<file path="src/rtl/rob_pkg.sv">
// rob_pkg: types and constants shared by the sequence-number allocator and the ROB controller.
`default_nettype none
package rob_pkg;

  localparam int ROB_DEPTH = 32;

  typedef enum logic [0:0] {
    NORMAL = 1'b0,
    DRAIN  = 1'b1
  } rob_sn_state_e;

endpackage
`default_nettype wire

</file>
<file path="src/rtl/rob_sn_ptr.sv">
// rob_sn_ptr: wrapping pointer register; power-of-two range so wrap is the natural carry-out.
`default_nettype none
module rob_sn_ptr #(
  parameter int p_width = 5
) (
  input  logic               clk,
  input  logic               rst,
  input  logic               inc,
  output logic [p_width-1:0] ptr
);

  always_ff @(posedge clk) begin
    if (rst) begin
      ptr <= '0;
    end else if (inc) begin
      ptr <= ptr + p_width'(1);
    end
  end

endmodule
`default_nettype wire

</file>
<file path="src/rtl/rob_sn_alloc.sv">
// rob_sn_alloc: in-order sequence-number allocator for the reorder buffer.
// Optional drain FSM enabled by macro ROB_SN_ALLOC_DRAIN_EN.
`ifndef ROB_SN_ALLOC_V
`define ROB_SN_ALLOC_V
`default_nettype none
module rob_sn_alloc
  import rob_pkg::*;
#(
  parameter int p_depth    = ROB_DEPTH,
  parameter int p_ptrwidth = $clog2(p_depth)
) (
  input  logic                  clk,
  input  logic                  rst,
  input  logic                  alloc_en,
  output logic                  alloc_cpl,
  output logic [p_ptrwidth-1:0] alloc_sn,
  input  logic                  ret_en,
  output logic [p_ptrwidth-1:0] ret_sn,
  output logic [p_ptrwidth:0]   count,
  output logic                  full,
  output logic                  empty,
  input  logic                  drain_req,
  output logic                  drain_done
);

  logic [p_ptrwidth:0]   count_q;
  logic [p_ptrwidth-1:0] alloc_ptr;
  logic [p_ptrwidth-1:0] ret_ptr;
  logic                  full_int;
  logic                  empty_int;
  logic                  grant;
  logic                  ret_ok;

  assign full_int  = (count_q == (p_ptrwidth+1)'(p_depth));
  assign empty_int = (count_q == '0);
  assign ret_ok    = ret_en && !empty_int && !rst;

`ifdef ROB_SN_ALLOC_DRAIN_EN
  rob_sn_state_e state_q;
  rob_sn_state_e state_d;
  logic          done;

  always_ff @(posedge clk) begin
    if (rst) begin
      state_q <= NORMAL;
    end else begin
      state_q <= state_d;
    end
  end

  // Drain exits on the first cycle the allocator is observed empty, even if entered empty.
  always_comb begin
    state_d = state_q;
    done    = 1'b0;
    case (state_q)
      NORMAL: if (drain_req) state_d = DRAIN;
      DRAIN: begin
        if (empty_int) begin
          state_d = NORMAL;
          done    = 1'b1;
        end
      end
      default: state_d = NORMAL;
    endcase
  end

  assign grant      = alloc_en && !full_int && (state_q == NORMAL) && !drain_req && !rst;
  assign drain_done = done && !rst;
`else
  logic unused_drain;
  assign unused_drain = drain_req;
  assign grant        = alloc_en && !full_int && !rst;
  assign drain_done   = 1'b0;
`endif

  rob_sn_ptr #(.p_width(p_ptrwidth)) u_alloc_ptr (
    .clk (clk),
    .rst (rst),
    .inc (grant),
    .ptr (alloc_ptr)
  );

  rob_sn_ptr #(.p_width(p_ptrwidth)) u_ret_ptr (
    .clk (clk),
    .rst (rst),
    .inc (ret_ok),
    .ptr (ret_ptr)
  );

  always_ff @(posedge clk) begin
    if (rst) begin
      count_q <= '0;
    end else begin
      count_q <= count_q + {{p_ptrwidth{1'b0}}, grant} - {{p_ptrwidth{1'b0}}, ret_ok};
    end
  end

  // Outputs are forced to their reset values combinationally while rst is high.
  assign alloc_cpl = grant;
  assign alloc_sn  = rst ? '0 : alloc_ptr;
  assign ret_sn    = rst ? '0 : ret_ptr;
  assign count     = rst ? '0 : count_q;
  assign full      = !rst && full_int;
  assign empty     = rst || empty_int;

endmodule
`default_nettype wire
`endif
</file>
<file path="config.mk">
export PLATFORM = sky130hd
export DESIGN_NAME = rob_sn_alloc
export DESIGN_NICKNAME = d
export VERILOG_FILES = /design/src/rtl/rob_pkg.sv /design/src/rtl/rob_sn_ptr.sv /design/src/rtl/rob_sn_alloc.sv
export SDC_FILE = /design/constraint.sdc
export NUM_CORES = 1
export LEC_CHECK = 0
export ABC_AREA = 1
export CAP_MARGIN = 5
export CORE_AREA = 2 2 63 65
export DETAILED_ROUTE_END_ITERATION = 16
export DIE_AREA = 0 0 65 67
export PLACE_DENSITY = 0.58
export SYNTH_ARGS = -nofsm -noshare
export SYNTH_HDL_FRONTEND = slang
export SYNTH_SLANG_ARGS = --single-unit
</file>
<file path="constraint.sdc">
create_clock -name clk -period 3.1 [get_ports clk]
set_clock_uncertainty 0.2 [all_clocks]
set_input_delay 0.31 -clock clk [delete_from_list [all_inputs] [get_ports clk]]
set_output_delay 0.31 -clock clk [all_outputs]
set_load 0.01 [all_outputs]
</file>
==> results of run 1 <==
==> final cells by class <==
class,instances,share of cell area [%]
clock buffer,3,2.98
inverter,26,7.41
sequential,16,23.1
multi-input combinational,109,45.2
timing repair buffer,24,17.0
tap,48,4.34
==> registers in the layout, summed over array words and instances, names as in the netlist <==
| register | count |
|---|---|
| count_q | 6 |
| u_alloc_ptr.ptr | 5 |
| u_ret_ptr.ptr | 5 |
==> power by group through the flow <==
stage | Clock [uW] | Combinational, uW | Sequential [uW]
5_1_grt | 172 | 619 | 292
3_5_place_dp | 0 | 531 | 291
3_3_place_gp | 0 | 530 | 291
2_1_floorplan | 0 | 403 | 284
4_1_cts | 166 | 537 | 287
6_report | 156 | 531 | 286
==> routing by layer <==
metal / up-vias / track usage (%)
met4: 0 / 3.19
met2: 23 / 18.8
met5: - / 0
met1: 404 / 13.9
li1: 521 / -
met3: 2 / 3.21
==> how the worst min path moves through the flow <==
stage / end / cells past startpoint / slack, ps / from
4_1_cts: u_ret_ptr.ptr[3]$_SDFFE_PP0P_ / 2 / 320 / u_ret_ptr.ptr[3]$_SDFFE_PP0P_
2_1_floorplan: u_alloc_ptr.ptr[0]$_SDFFE_PP0P_ / 2 / 270 / alloc_en
3_5_place_dp: u_ret_ptr.ptr[3]$_SDFFE_PP0P_ / 2 / 300 / u_ret_ptr.ptr[3]$_SDFFE_PP0P_
3_3_place_gp: u_ret_ptr.ptr[3]$_SDFFE_PP0P_ / 2 / 290 / u_ret_ptr.ptr[3]$_SDFFE_PP0P_
5_1_grt: u_alloc_ptr.ptr[1]$_SDFFE_PP0P_ / 2 / 350 / u_alloc_ptr.ptr[1]$_SDFFE_PP0P_
6_report: u_ret_ptr.ptr[3]$_SDFFE_PP0P_ / 2 / 310 / u_ret_ptr.ptr[3]$_SDFFE_PP0P_
==> worst max-delay path: stages (launching register included) <==
cell and delay [ps]:
sky130_fd_sc_hd__dfxtp_1 310, sky130_fd_sc_hd__inv_1 100, sky130_fd_sc_hd__ha_1 270, sky130_fd_sc_hd__nand3_4 140, sky130_fd_sc_hd__nand3_2 110, sky130_fd_sc_hd__inv_2 70, sky130_fd_sc_hd__ha_1 260, sky130_fd_sc_hd__inv_1 50
sky130_fd_sc_hd__ha_1 150, sky130_fd_sc_hd__inv_1 50, sky130_fd_sc_hd__fa_1 390, sky130_fd_sc_hd__nand3b_1 210, sky130_fd_sc_hd__a21oi_1 160, sky130_fd_sc_hd__nor2_1 60
==> cells by family after synthesis <==
group,after synthesis
simple gates,83
buf+inv,30
flops,16
compound gates,13
fa+ha+maj,12
other cells,1
==> placed cells by master, fill, tap and decap left out, drive strengths merged <==
master,netlist,final
a21oi,9,9
and2,1,1
buf,4,2
clkbuf,0,3
clkdlybuf4s50,0,22
conb,1,1
dfxtp,16,16
fa,1,1
ha,11,11
inv,26,26
nand2,26,26
nand3,15,15
nand3b,1,1
nor2,40,40
o21ai,4,4
==> per-stage QoR <==
| stage | setup WS [ps] | utilization, % | cell area [sq um] | total power, uW | instances |
|---|---|---|---|---|---|
| floorplan | 658 | - | 1080 | 687 | 155 |
| global placement | 361 | 37.3 | 1340 | 820 | 223 |
| detailed placement | 363 | 37.3 | 1340 | 822 | 223 |
| CTS | 448 | 38.4 | 1390 | 989 | 226 |
| global route | 263 | 38.4 | 1390 | 1080 | 226 |
| finish | 462 | 38.4 | 1390 | 973 | 226 |
==> synthesized netlist by cell type <==
library cell                n
sky130_fd_sc_hd__inv_6      1
sky130_fd_sc_hd__inv_2      1
sky130_fd_sc_hd__nand3b_1   1
sky130_fd_sc_hd__nand2_1   23
sky130_fd_sc_hd__nand3_2    1
sky130_fd_sc_hd__a21oi_2    1
sky130_fd_sc_hd__o21ai_2    1
sky130_fd_sc_hd__nand2_2    2
sky130_fd_sc_hd__buf_4      2
sky130_fd_sc_hd__o21ai_0    1
sky130_fd_sc_hd__dfxtp_1   16
sky130_fd_sc_hd__a21oi_1    8
sky130_fd_sc_hd__nor2_4     1
sky130_fd_sc_hd__nand3_4    2
sky130_fd_sc_hd__conb_1     1
sky130_fd_sc_hd__nand2_4    1
sky130_fd_sc_hd__nor2_1    37
sky130_fd_sc_hd__buf_2      1
sky130_fd_sc_hd__fa_1       1
sky130_fd_sc_hd__and2_1     1
sky130_fd_sc_hd__buf_6      1
sky130_fd_sc_hd__ha_1      11
sky130_fd_sc_hd__nor2_2     2
sky130_fd_sc_hd__inv_1     24
sky130_fd_sc_hd__nand3_1   12
sky130_fd_sc_hd__o21ai_1    2
==> summary.json, run 1 <==
{
  "outcome": {
    "status": "complete, no violations"
  },
  "power_and_ir_drop": {
    "p_per_area_nw_per_um2": 703,
    "vdd_ir_drop_max_uv": 400,
    "power.static_leakage_uw": 0.000626,
    "p_seq_share_pct": 29.4,
    "sw_ratio_pct": 42.0,
    "cellInternalPower_uw": 564,
    "net-switching-power_uw": 409,
    "power.combinational.fraction_pct": 54.6,
    "power.clock.fraction_pct": 16.0
  },
  "grt": {
    "via_count_of_the_first_global_routing_pass": 867,
    "antenna_found_initial": 0,
    "grt_overflow": 0,
    "overall_track_demand_over_capacity_in_global_routing_pct": 11.2,
    "grt_first_pass_wirelength_microns": 3720,
    "grt_max_degree": 19
  },
  "flow_run": {
    "count_of_maximum_capacitance_violations": 0
  },
  "worst_setup_path": {
    "worstSetupEndpoint": "count_q[4]$_SDFF_PP0_",
    "worst_setup_path_end_kind": "flip-flop",
    "worst-endpoint-arrival_ps": 2580,
    "startpoint": "count_q[2]$_SDFF_PP0_",
    "worstPathRequired_ps": 3040,
    "critPathLaunchType": "flip-flop",
    "timing.rr.start": "count_q[2]$_SDFF_PP0_",
    "critPathMaxFanout": 8,
    "regToRegEndpoint": "count_q[4]$_SDFF_PP0_",
    "r2r.worst_path.cells": 13,
    "reg2reg_setup_slack_ps": 460,
    "criticalPathCategory": "reg -> reg"
  },
  "yosys": {
    "synth.area.mux_share_pct": 0,
    "synth_compound_gate_area_share_pct": 6.72,
    "synth_simple_gate_area_share_pct": 36.3,
    "netlist.top_cell.by_area": "sky130_fd_sc_hd__dfxtp_1",
    "ys_seq_area_share_pct": 29.7,
    "postSynthAreaPerCell_sq_um": 6.97,
    "arithmetic_cell_share_of_the_synthesized_area_counting_full_adders_half_adders_and_majority_gates_pct": 14.6,
    "post_synth_instance_area_sq_um": 1080,
    "netlist-cell-type-count": 26,
    "ys_warn_count": 0,
    "synth-xor-area-share_pct": 0,
    "synth-seq-cells": 16,
    "synth_top_cell_area_share_pct": 29.7,
    "largest_cells_by_area_after_synthesis": "sky130_fd_sc_hd__dfxtp_1 (30%), sky130_fd_sc_hd__nor2_1 (13%), sky130_fd_sc_hd__ha_1 (13%)",
    "syn_inst": 155,
    "synth_top_family_by_area": "simple AND/OR/NAND/NOR gates",
    "synth_nets": 172
  },
  "cells_and_area": {
    "layout.filler_cells": 374,
    "area_growth_pct": 28.3,
    "diodes": 0,
    "nNetsFinal": 197,
    "drive_above_1_share_pct": 10.1,
    "area_taken_by_multi_input_logic_gates_sq_um": 626,
    "layout.area.seq_sq_um": 320
  },
  "route": {
    "per_cell_via_count_in_the_routed_design": 4.20,
    "number_of_detailed_route_iterations_in_the_first_pass": 4,
    "route.met2.wl_microns": 970,
    "route.detailed.wl_per_inst_microns": 9.39,
    "met1Wirelength_microns": 1020,
    "detail_route.wirelength_microns": 2120,
    "postRouteAntennaNets": 0,
    "drc": 0,
    "drt_iter0_drc": 12,
    "routed.top_layer": "met4",
    "routed-via-count": 950,
    "detailroute.wirelength.met3_microns": 115
  },
  "timing": {
    "layout_min_cycle_time_ps": 2640,
    "timing.final.hold_violations": 0,
    "setup_viol": 0,
    "hold_ws_ps": 313,
    "achievable_clock_frequency_mhz": 379,
    "timing_max_transition_violations_final": 0,
    "tns_ps": 0,
    "rsz0062_at_grt": "false",
    "final_min_period_over_clock_period_pct": 85.1
  },
  "cts": {
    "cts_tree": "done",
    "cts.reportedPaths.clkPinSlew_ps": 60,
    "clk_root_buffer_cell": "sky130_fd_sc_hd__clkbuf_8",
    "cts.sinks": 16,
    "ctsLongestPathBuffers": 2,
    "cts_resized": 0,
    "clk-insertion-delay-late_ps": 250,
    "post_cts_hold_buffer_count": 0,
    "cts_made_buffers": 3,
    "ctsHtreeMaxLevel": 1,
    "cts_setup_buffers": 0
  },
  "place": {
    "port-buffer-count": 22,
    "place_congestion": 0.740,
    "dp_hpwl_microns": 1600
  },
  "die": {
    "core_region_area_sq_um": 3610,
    "pin_count": 25,
    "die_height_microns": 67,
    "floorplan_row_count": 22,
    "start_util_pct": 29.9,
    "die_x_microns": 65,
    "fp.dieArea_sq_um": 4360
  },
  "min_path": {
    "worst_hold_path_type": "reg -> reg"
  }
}
No activity file was read; power rests on OpenSTA's default activity.
==> inputs of run 2 (changes only) <==
--- a/config.mk
+++ b/config.mk
@@ -14,3 +14,4 @@
 export SYNTH_ARGS = -nofsm -noshare
 export SYNTH_HDL_FRONTEND = slang
 export SYNTH_SLANG_ARGS = --single-unit
+export TNS_END_PERCENT = 10
==> results of run 2 <==
Final layout, timing and power as in run 1 (identical DEF).
